$ cat src/rtl/muldiv_seq_pkg.sv
// Shared encodings for the iterative multiply/divide unit.
// Op codes, FSM states, step modes and the divide-by-zero quotient bit live here.
package muldiv_seq_pkg;

    typedef enum logic [1:0] {
        OP_MULT  = 2'b00,
        OP_MULTU = 2'b01,
        OP_DIV   = 2'b10,
        OP_DIVU  = 2'b11
    } op_e;

    typedef enum logic [1:0] {
        S_IDLE = 2'b00,
        S_ITER = 2'b01,
        S_FIX  = 2'b10
    } state_e;

    typedef enum logic {
        M_MUL = 1'b0,
        M_DIV = 1'b1
    } step_mode_e;

    // Every quotient bit is set on divide by zero.
    localparam logic DIV0_Q_BIT = 1'b1;

    function automatic logic op_is_signed(input op_e op);
        return (op == OP_MULT) || (op == OP_DIV);
    endfunction

    function automatic logic op_is_div(input op_e op);
        return (op == OP_DIV) || (op == OP_DIVU);
    endfunction

endpackage

$ cat src/rtl/muldiv_seq_if.sv
// Request/result bundle between the CPU control/register file and the mul/div unit.
// The master drives operands and commands; the slave returns status and Hi/Lo.
interface muldiv_seq_if #(
    parameter int unsigned WIDTH = 32
);
    logic             start;
    logic [1:0]       op;
    logic [WIDTH-1:0] a;
    logic [WIDTH-1:0] b;
    logic             mthi;
    logic             mtlo;
    logic             busy;
    logic             done;
    logic [WIDTH-1:0] hi;
    logic [WIDTH-1:0] lo;

    modport master (
        output start, op, a, b, mthi, mtlo,
        input  busy, done, hi, lo
    );

    modport slave (
        input  start, op, a, b, mthi, mtlo,
        output busy, done, hi, lo
    );
endinterface

$ cat src/rtl/muldiv_seq_step.sv
// One radix-2 iteration: shift-add for multiply, restoring shift-subtract for divide.
// Divide leaves bit 0 clear and reports the quotient bit separately.
module muldiv_seq_step
    import muldiv_seq_pkg::*;
#(
    parameter int unsigned WIDTH = 32
) (
    input  step_mode_e         i_mode,
    input  logic [2*WIDTH-1:0] i_partial,
    input  logic [WIDTH-1:0]   i_operand,
    output logic [2*WIDTH-1:0] o_partial,
    output logic               o_qbit
);
    logic [WIDTH:0]   w_sum;
    logic [WIDTH:0]   w_upper;
    logic [WIDTH-1:0] w_diff;

    always_comb begin
        w_sum     = {1'b0, i_partial[2*WIDTH-1:WIDTH]} +
                    (i_partial[0] ? {1'b0, i_operand} : '0);
        // Remainder after the left shift needs one extra bit before the compare.
        w_upper   = i_partial[2*WIDTH-1:WIDTH-1];
        w_diff    = w_upper[WIDTH-1:0] - i_operand;
        o_qbit    = 1'b0;
        o_partial = '0;
        if (i_mode == M_MUL) begin
            o_partial = {w_sum, i_partial[WIDTH-1:1]};
        end else if (w_upper >= {1'b0, i_operand}) begin
            o_qbit    = 1'b1;
            o_partial = {w_diff, i_partial[WIDTH-2:0], 1'b0};
        end else begin
            o_partial = {w_upper[WIDTH-1:0], i_partial[WIDTH-2:0], 1'b0};
        end
    end
endmodule

$ cat src/rtl/muldiv_seq.sv
// Iterative MULT/MULTU/DIV/DIVU unit with architectural Hi/Lo registers.
// Magnitudes iterate in r_part; signs are applied once in S_FIX.
module muldiv_seq
    import muldiv_seq_pkg::*;
#(
    parameter int unsigned WIDTH = 32
) (
    input  logic         i_clk,
    input  logic         i_clr,
    muldiv_seq_if.slave  bus
);
    localparam int unsigned CW = $clog2(WIDTH) + 1;

    state_e             r_state, w_state_nxt;
    op_e                r_op, w_op;
    logic [CW-1:0]      r_cnt;
    logic [2*WIDTH-1:0] r_part, w_step_part, w_prod;
    logic [WIDTH-1:0]   r_opnd, r_hi, r_lo;
    logic [WIDTH-1:0]   w_abs_a, w_abs_b, w_hi_res, w_lo_res;
    logic               r_neg, r_rem_neg, r_div0, r_done;
    logic               w_accept, w_signed, w_div0, w_qbit;
    step_mode_e         w_mode;

    always_comb begin
        w_op     = op_e'(bus.op);
        w_accept = (r_state == S_IDLE) && bus.start;
        w_signed = op_is_signed(w_op);
        w_div0   = op_is_div(w_op) && (bus.b == '0);
        w_abs_a  = (w_signed && bus.a[WIDTH-1]) ? -bus.a : bus.a;
        w_abs_b  = (w_signed && bus.b[WIDTH-1]) ? -bus.b : bus.b;
        w_mode   = op_is_div(r_op) ? M_DIV : M_MUL;
    end

    muldiv_seq_step #(
        .WIDTH (WIDTH)
    ) u_step (
        .i_mode    (w_mode),
        .i_partial (r_part),
        .i_operand (r_opnd),
        .o_partial (w_step_part),
        .o_qbit    (w_qbit)
    );

    always_comb begin
        w_prod   = r_neg ? -r_part : r_part;
        w_hi_res = w_prod[2*WIDTH-1:WIDTH];
        w_lo_res = w_prod[WIDTH-1:0];
        if (r_div0) begin
            w_lo_res = {WIDTH{DIV0_Q_BIT}};
            w_hi_res = r_part[WIDTH-1:0];
        end else if (op_is_div(r_op)) begin
            w_lo_res = r_neg ? -r_part[WIDTH-1:0] : r_part[WIDTH-1:0];
            w_hi_res = r_rem_neg ? -r_part[2*WIDTH-1:WIDTH] : r_part[2*WIDTH-1:WIDTH];
        end
    end

    always_comb begin
        w_state_nxt = r_state;
        unique case (r_state)
            S_IDLE: if (bus.start) w_state_nxt = w_div0 ? S_FIX : S_ITER;
            S_ITER: if (r_cnt == CW'(1)) w_state_nxt = S_FIX;
            S_FIX:  w_state_nxt = S_IDLE;
            default: w_state_nxt = S_IDLE;
        endcase
    end

    always_ff @(posedge i_clk or posedge i_clr) begin
        if (i_clr) r_state <= S_IDLE;
        else       r_state <= w_state_nxt;
    end

    always_ff @(posedge i_clk or posedge i_clr) begin
        if (i_clr) begin
            r_op      <= OP_MULT;
            r_cnt     <= '0;
            r_part    <= '0;
            r_opnd    <= '0;
            r_neg     <= 1'b0;
            r_rem_neg <= 1'b0;
            r_div0    <= 1'b0;
            r_hi      <= '0;
            r_lo      <= '0;
            r_done    <= 1'b0;
        end else begin
            r_done <= 1'b0;
            if (w_accept) begin
                r_op      <= w_op;
                r_cnt     <= CW'(WIDTH);
                // Divide by zero returns the raw dividend in Hi, so keep A unmodified.
                r_part    <= {{WIDTH{1'b0}}, (w_div0 ? bus.a : w_abs_a)};
                r_opnd    <= w_abs_b;
                r_neg     <= w_signed && (bus.a[WIDTH-1] ^ bus.b[WIDTH-1]);
                r_rem_neg <= w_signed && bus.a[WIDTH-1];
                r_div0    <= w_div0;
            end else if (r_state == S_IDLE) begin
                if (bus.mthi) r_hi <= bus.a;
                if (bus.mtlo) r_lo <= bus.a;
            end else if (r_state == S_ITER) begin
                r_cnt  <= r_cnt - CW'(1);
                r_part <= {w_step_part[2*WIDTH-1:1], w_step_part[0] | w_qbit};
            end else if (r_state == S_FIX) begin
                r_hi   <= w_hi_res;
                r_lo   <= w_lo_res;
                r_done <= 1'b1;
            end
        end
    end

    assign bus.busy = (r_state != S_IDLE);
    assign bus.done = r_done;
    assign bus.hi   = r_hi;
    assign bus.lo   = r_lo;
endmodule

$ cat src/flat_wrapper.sv
// flat-port wrapper written by rule: the top's interface ports become plain ports
module muldiv_seq_flat import muldiv_seq_pkg::*;
#(
    parameter int unsigned WIDTH = 32
)
  (i_clk, i_clr, bus_start, bus_op, bus_a, bus_b, bus_mthi, bus_mtlo, bus_busy, bus_done, bus_hi, bus_lo);
  muldiv_seq_if #(.WIDTH(WIDTH)) bus_i ();
  input  logic i_clk;
  input  logic i_clr;
  input wire logic [$bits(bus_i.start)-1:0] bus_start;
  input wire logic [$bits(bus_i.op)-1:0] bus_op;
  input wire logic [$bits(bus_i.a)-1:0] bus_a;
  input wire logic [$bits(bus_i.b)-1:0] bus_b;
  input wire logic [$bits(bus_i.mthi)-1:0] bus_mthi;
  input wire logic [$bits(bus_i.mtlo)-1:0] bus_mtlo;
  output wire logic [$bits(bus_i.busy)-1:0] bus_busy;
  output wire logic [$bits(bus_i.done)-1:0] bus_done;
  output wire logic [$bits(bus_i.hi)-1:0] bus_hi;
  output wire logic [$bits(bus_i.lo)-1:0] bus_lo;
  assign bus_i.start = bus_start;
  assign bus_i.op = bus_op;
  assign bus_i.a = bus_a;
  assign bus_i.b = bus_b;
  assign bus_i.mthi = bus_mthi;
  assign bus_i.mtlo = bus_mtlo;
  assign bus_busy = bus_i.busy;
  assign bus_done = bus_i.done;
  assign bus_hi = bus_i.hi;
  assign bus_lo = bus_i.lo;
  muldiv_seq #(.WIDTH(WIDTH)) u_core (.i_clk(i_clk), .i_clr(i_clr), .bus(bus_i));
endmodule
$ cat config.mk
export PLATFORM = sky130hd
export DESIGN_NAME = muldiv_seq_flat
export DESIGN_NICKNAME = d
export VERILOG_FILES = /design/src/rtl/muldiv_seq_pkg.sv /design/src/rtl/muldiv_seq_if.sv /design/src/rtl/muldiv_seq_step.sv /design/src/rtl/muldiv_seq.sv /design/src/flat_wrapper.sv
export SDC_FILE = /design/constraint.sdc
export NUM_CORES = 1
export LEC_CHECK = 0
export ABC_AREA = 1
export ABC_CLOCK_PERIOD_IN_PS = 8560
export CORE_MARGIN = 2
export CORE_UTILIZATION = 36
export DETAILED_ROUTE_END_ITERATION = 6
export GPL_ROUTABILITY_DRIVEN = 0
export SYNTH_ARGS = -nofsm -noshare
export SYNTH_HDL_FRONTEND = slang
export SYNTH_SLANG_ARGS = --single-unit
$ cat constraint.sdc
create_clock -name i_clk -period 8.56 [get_ports i_clk]
set_clock_uncertainty 0.2 [all_clocks]
set_input_delay 2.568 -clock i_clk [delete_from_list [all_inputs] [get_ports i_clk]]
set_output_delay 2.568 -clock i_clk [all_outputs]
set_load 0.1 [all_outputs]
# ---- After elaboration in Yosys (flattened, before gate mapping)
# Cells that the tools add are included.
dict set report word_totals {
  ff_bits 174
  inputBits 71
  wordCells 92
}
dict set report op_classes {
  bitwise_logic 3
  reduce_logical 18
  n_eq_ne 13
  n_lt_le_gt_ge 1
  muxes 38
  n_addsub 8
}
# operator n
set ops {}
lappend ops {{32-bit two-way mux} 18}
lappend ops {{64-bit two-way mux} 6}
lappend ops {{32-bit negation} 4}
lappend ops {{64-bit negation} 1}
lappend ops {{32-bit by 33-bit adder with 33-bit output} 1}
lappend ops {{33-bit by 32-bit >= comparator with 1-bit output} 1}
lappend ops {{32-bit logical NOT} 1}
lappend ops {{32-bit subtractor} 1}
lappend ops {{6-bit two-way mux} 3}
lappend ops {{2-bit == test (second input constant)} 5}
lappend ops {{4-bit AND reduction} 2}
lappend ops {{1-bit two-way mux} 7}
lappend ops {{6-bit by 1-bit == test with 1-bit output (second input constant)} 1}
lappend ops {{2-bit two-way mux} 3}
lappend ops {{2-bit by 1-bit inequality test with 1-bit output (second input constant)} 3}
lappend ops {{2-bit inequality test (second input constant)} 3}
lappend ops {{2-bit nonzero test} 3}
lappend ops {{6-bit by 1-bit subtractor with 6-bit output (second input constant)} 1}
lappend ops {{1-bit logical AND} 5}
lappend ops {{2-bit logical NOT} 2}
lappend ops {{2-bit case mux with 2 select lines} 1}
lappend ops {{2-bit AND reduction} 2}
lappend ops {{1-bit logical OR} 3}
lappend ops {{2-bit by 1-bit == test with 1-bit output (second input constant)} 1}
lappend ops {{other kinds (3)} 3}

# ---- Longest topological paths before layout
dict set report logic_depth {
  word_depth 8
  depth_mapped 22
  mapped_depth_nobuf 20
}

# ---- Modules after synthesis
# From an unflattened synthesis, not the netlist that was laid out.
dict set report unflattened {
  hier_cells 3227
  area_unflattened_um2 18515.3
}
# mod cells_each area_each_um2 n_inst
set by_module_without_submodules {}
lappend by_module_without_submodules {muldiv_seq 1959 12338.1 1}
lappend by_module_without_submodules {muldiv_seq_step 1268 6177.2 1}

# ---- Least setup slack after synthesis
# No wires, ideal clock.
dict set report synth_timing {
  kind {register to output}
  from {reg u_core.r_state[1]}
  to {out bus_busy}
  path_stages_with_launch 6
  arrival_ps 1890
  setup_slack_ps 3902
  path_cell_list {dfrtp_1 buf_2 nor2_4 inv_2 clkbuf_1 clkbuf_1}
}
dict set report synth_between {
  elab_chain_cells 1
}
# element line
set synth_rtl {}
lappend synth_rtl {{start, declared} muldiv_seq.sv:14} ;# state_e r_state, w_state_nxt;
lappend synth_rtl {{start signal, assigned} muldiv_seq.sv:69} ;# else r_state <= w_state_nxt;
lappend synth_rtl {{2-bit nonzero test} muldiv_seq.sv:109} ;# assign bus.busy = (r_state != S_IDLE);
lappend synth_rtl {{end, declared} flat_wrapper.sv:16} ;# output wire logic [$bits(bus_i.busy)-1:0] bus_busy;
# Every way passes these cells.

# ---- Worst setup path in the final report
# Same ends and word-level chain as after synthesis.

==> impl_metrics.json <==
{
  "drcViolationCount": 0,
  "numClockSinks": 173,
  "ys_ff_latch": 173,
  "synth_cell_type_count": 52,
  "tns_ns": 0,
  "wl_per_cell_um": 19.19,
  "grt_pass1_vias": 19680,
  "slew_violations": 0,
  "num_antenna_cells": 0,
  "yosysWarnings": 0,
  "nets": 3387,
  "hold_class": "reg2reg",
  "dieArea_mm2": 0.05281,
  "ys.flop_type": "dfrtp_1",
  "crit_type": "reg2out",
  "hold_buffers": 0,
  "status": "complete, no violations",
  "netlist.area_leader.share_pct": 23.59,
  "cts_buffer_depth": 2,
  "cts_tree": "built",
  "syn_area_per_cell_um2": 5.763,
  "drive_gt1_share_pct": 3.807,
  "grt_usage_pct": 28.17,
  "max_freq_ghz": 0.1799,
  "required_ns": 5.79,
  "synth-async-reset-ratio_pct": 100.0,
  "grt_max_degree": 111,
  "end_kind": "output port",
  "path_clk_slew_ns": 0.07,
  "ios": 137,
  "rows": 82,
  "die_h_um": 229.8,
  "netlist_area_mm2": 0.01835,
  "slew_headroom_pct": 32.90,
  "netlist_instances": 3185,
  "cts_buffers": 17,
  "ctsResizeCount": 0,
  "dp_hpwl_um": 58960,
  "antenna_found_initial": 2,
  "overflow": 0,
  "antenna_left": 0,
  "drt-total-wl_um": 75390,
  "grt_pass1_wl_um": 115600,
  "post_cts_buffers": 0,
  "h-tree-depth": 4,
  "drtIter0Drc": 2192,
  "core_mm2": 0.05027,
  "final_hold_viol_count": 0,
  "nFillCells": 5627,
  "vias_per_cell": 5.407,
  "setup_viol_count_final": 0,
  "root_buffer": "clkbuf_16",
  "cp_max_fo": 35,
  "start_kind": "flip-flop",
  "synth_edf_count": 0,
  "synth_area_leaders": "dfrtp_1, nand2_1, nor2_1",
  "rsz0062_at_grt": "no",
  "portBuffers": 136,
  "vias": 21250,
  "die_w_um": 229.8,
  "arrival_ns": 2.79,
  "tightest_slew_ns": 1.003,
  "yosys.area.top_type": "dfrtp_1",
  "layout_min_cycle_time_ns": 5.559,
  "start_util_pct": 36.51,
  "final.period_utilization_pct": 64.94,
  "cap_viol_max_count": 0,
  "drtPass1Iterations": 7,
  "insertion_delay_ns": 0.48,
  "area_delta_synth_final_pct": 13.52,
  "ys_seq_area_share_pct": 23.59,
  "synth_nets": 3328
}
-- synthesized netlist by cell type, types with 4 or more instances --
cell type	instances
nor4_1	5
nor2_4	9
nand3_1	251
o31ai_1	10
nand4_1	58
o21ai_0	242
o211ai_1	4
ha_1	70
nor2_1	469
and2_1	5
xor2_1	40
xnor2_1	20
inv_1	358
clkbuf_1	65
nand2_2	4
a21boi_2	6
buf_2	28
dfrtp_1	173
o21ai_1	38
inv_2	9
a21boi_0	6
nor3_1	28
o21a_1	4
clkinv_1	5
buf_1	17
a21boi_1	6
a22oi_2	8
a21oi_1	215
nand2_1	959
a31oi_1	4
nor2_2	11
nand3b_1	18
buf_6	5
-- worst max-delay path: stages (launching register included) --
cell and delay [ns]:
dfrtp_1 0.52, nor2_4 0.04, buf_4 0.26, inv_2 0.27
clkdlybuf4s50_1 1.19
-- cells by family after synthesis --
kind of cell,Yosys count,synth area share [%]
simple gates,1831,41.65
buf+inv,491,10.49
flops,173,23.59
xor+xnor,60,2.863
fa+ha+maj,72,4.990
compound gates,558,16.42
-- final timing paths --
| path | from | endpoint | slack [ns] | cells after the start |
|---|---|---|---|---|
| max | u_core.r_state[1] | bus_busy | 3.00 | 4 |
| min | u_core.bus.lo[22] | u_core.bus.lo[22] | 0.28 | 2 |
| max reg2reg | u_core.r_part[54] | u_core.r_part[63] | 4.66 | 14 |
| min reg2reg | u_core.bus.lo[22] | u_core.bus.lo[22] | 0.28 | 2 |
| max in group asynchronous | i_clr | u_core.r_part[11] | 4.44 | 3 |
| min in group asynchronous | i_clr | u_core.r_part[35] | 2.38 | 2 |
-- layout make-up --
| class | instances | area, µm² | share of cell area (%) |
|---|---|---|---|
| clock buffer | 19 | 442.9 | 2.126 |
| clock inverter | 13 | 156.4 | 0.7506 |
| inverter | 373 | 1409 | 6.762 |
| multi-input combinational | 2521 | 12130 | 58.20 |
| sequential | 173 | 4334 | 20.80 |
| tap | 672 | 840.8 | 4.035 |
| timing repair buffer | 158 | 1526 | 7.326 |
-- registers in the layout, indices dropped and copies added, names as in the netlist --
register,count
u_core.bus.done,1
u_core.bus.hi,32
u_core.bus.lo,32
u_core.r_cnt,6
u_core.r_div0,1
u_core.r_neg,1
u_core.r_op,1
u_core.r_opnd,32
u_core.r_part,64
u_core.r_rem_neg,1
u_core.r_state,2
-- per-stage QoR --
step | hold slack (ns) | area, µm² | worst slack (ns) | std cells | utilization [%]
2_1_floorplan | 0.2627 | 18350 | 1.104 | 3185 | -
3_3_place_gp | 0.2670 | 20240 | 3.285 | 3897 | 40.25
3_5_place_dp | 0.2741 | 20240 | 3.216 | 3897 | 40.25
4_1_cts | 0.2916 | 20840 | 3.003 | 3929 | 41.45
5_1_grt | 0.3056 | 20840 | 2.943 | 3929 | 41.45
6_report | 0.2829 | 20840 | 3.001 | 3929 | 41.45
-- metal layers --
layer	GRT usage (%)	vias to the layer above	part of all wire, %
li1	-	10380	-
met1	38.35	9765	44
met2	44.60	950	44
met3	5.171	147	8.5
met4	9.960	0	3.6
met5	0	-	0
-- cells in the final DEF (no fill, tap or decap), drive strengths merged, types with 19 or more instances in the layout --
cell | Yosys | layout
a21oi | 216 | 216
buf | 52 | 22
clkbuf | 66 | 19
clkdlybuf4s50 | 0 | 136
dfrtp | 173 | 173
ha | 70 | 70
inv | 367 | 372
nand2 | 965 | 965
nand3 | 255 | 255
nand4 | 58 | 58
nor2 | 489 | 489
nor3 | 31 | 31
o21ai | 283 | 283
xnor2 | 20 | 20
xor2 | 40 | 40
Power is not shown: default switching activity piles up to over one toggle a cycle in this logic, so the estimate is an artifact.
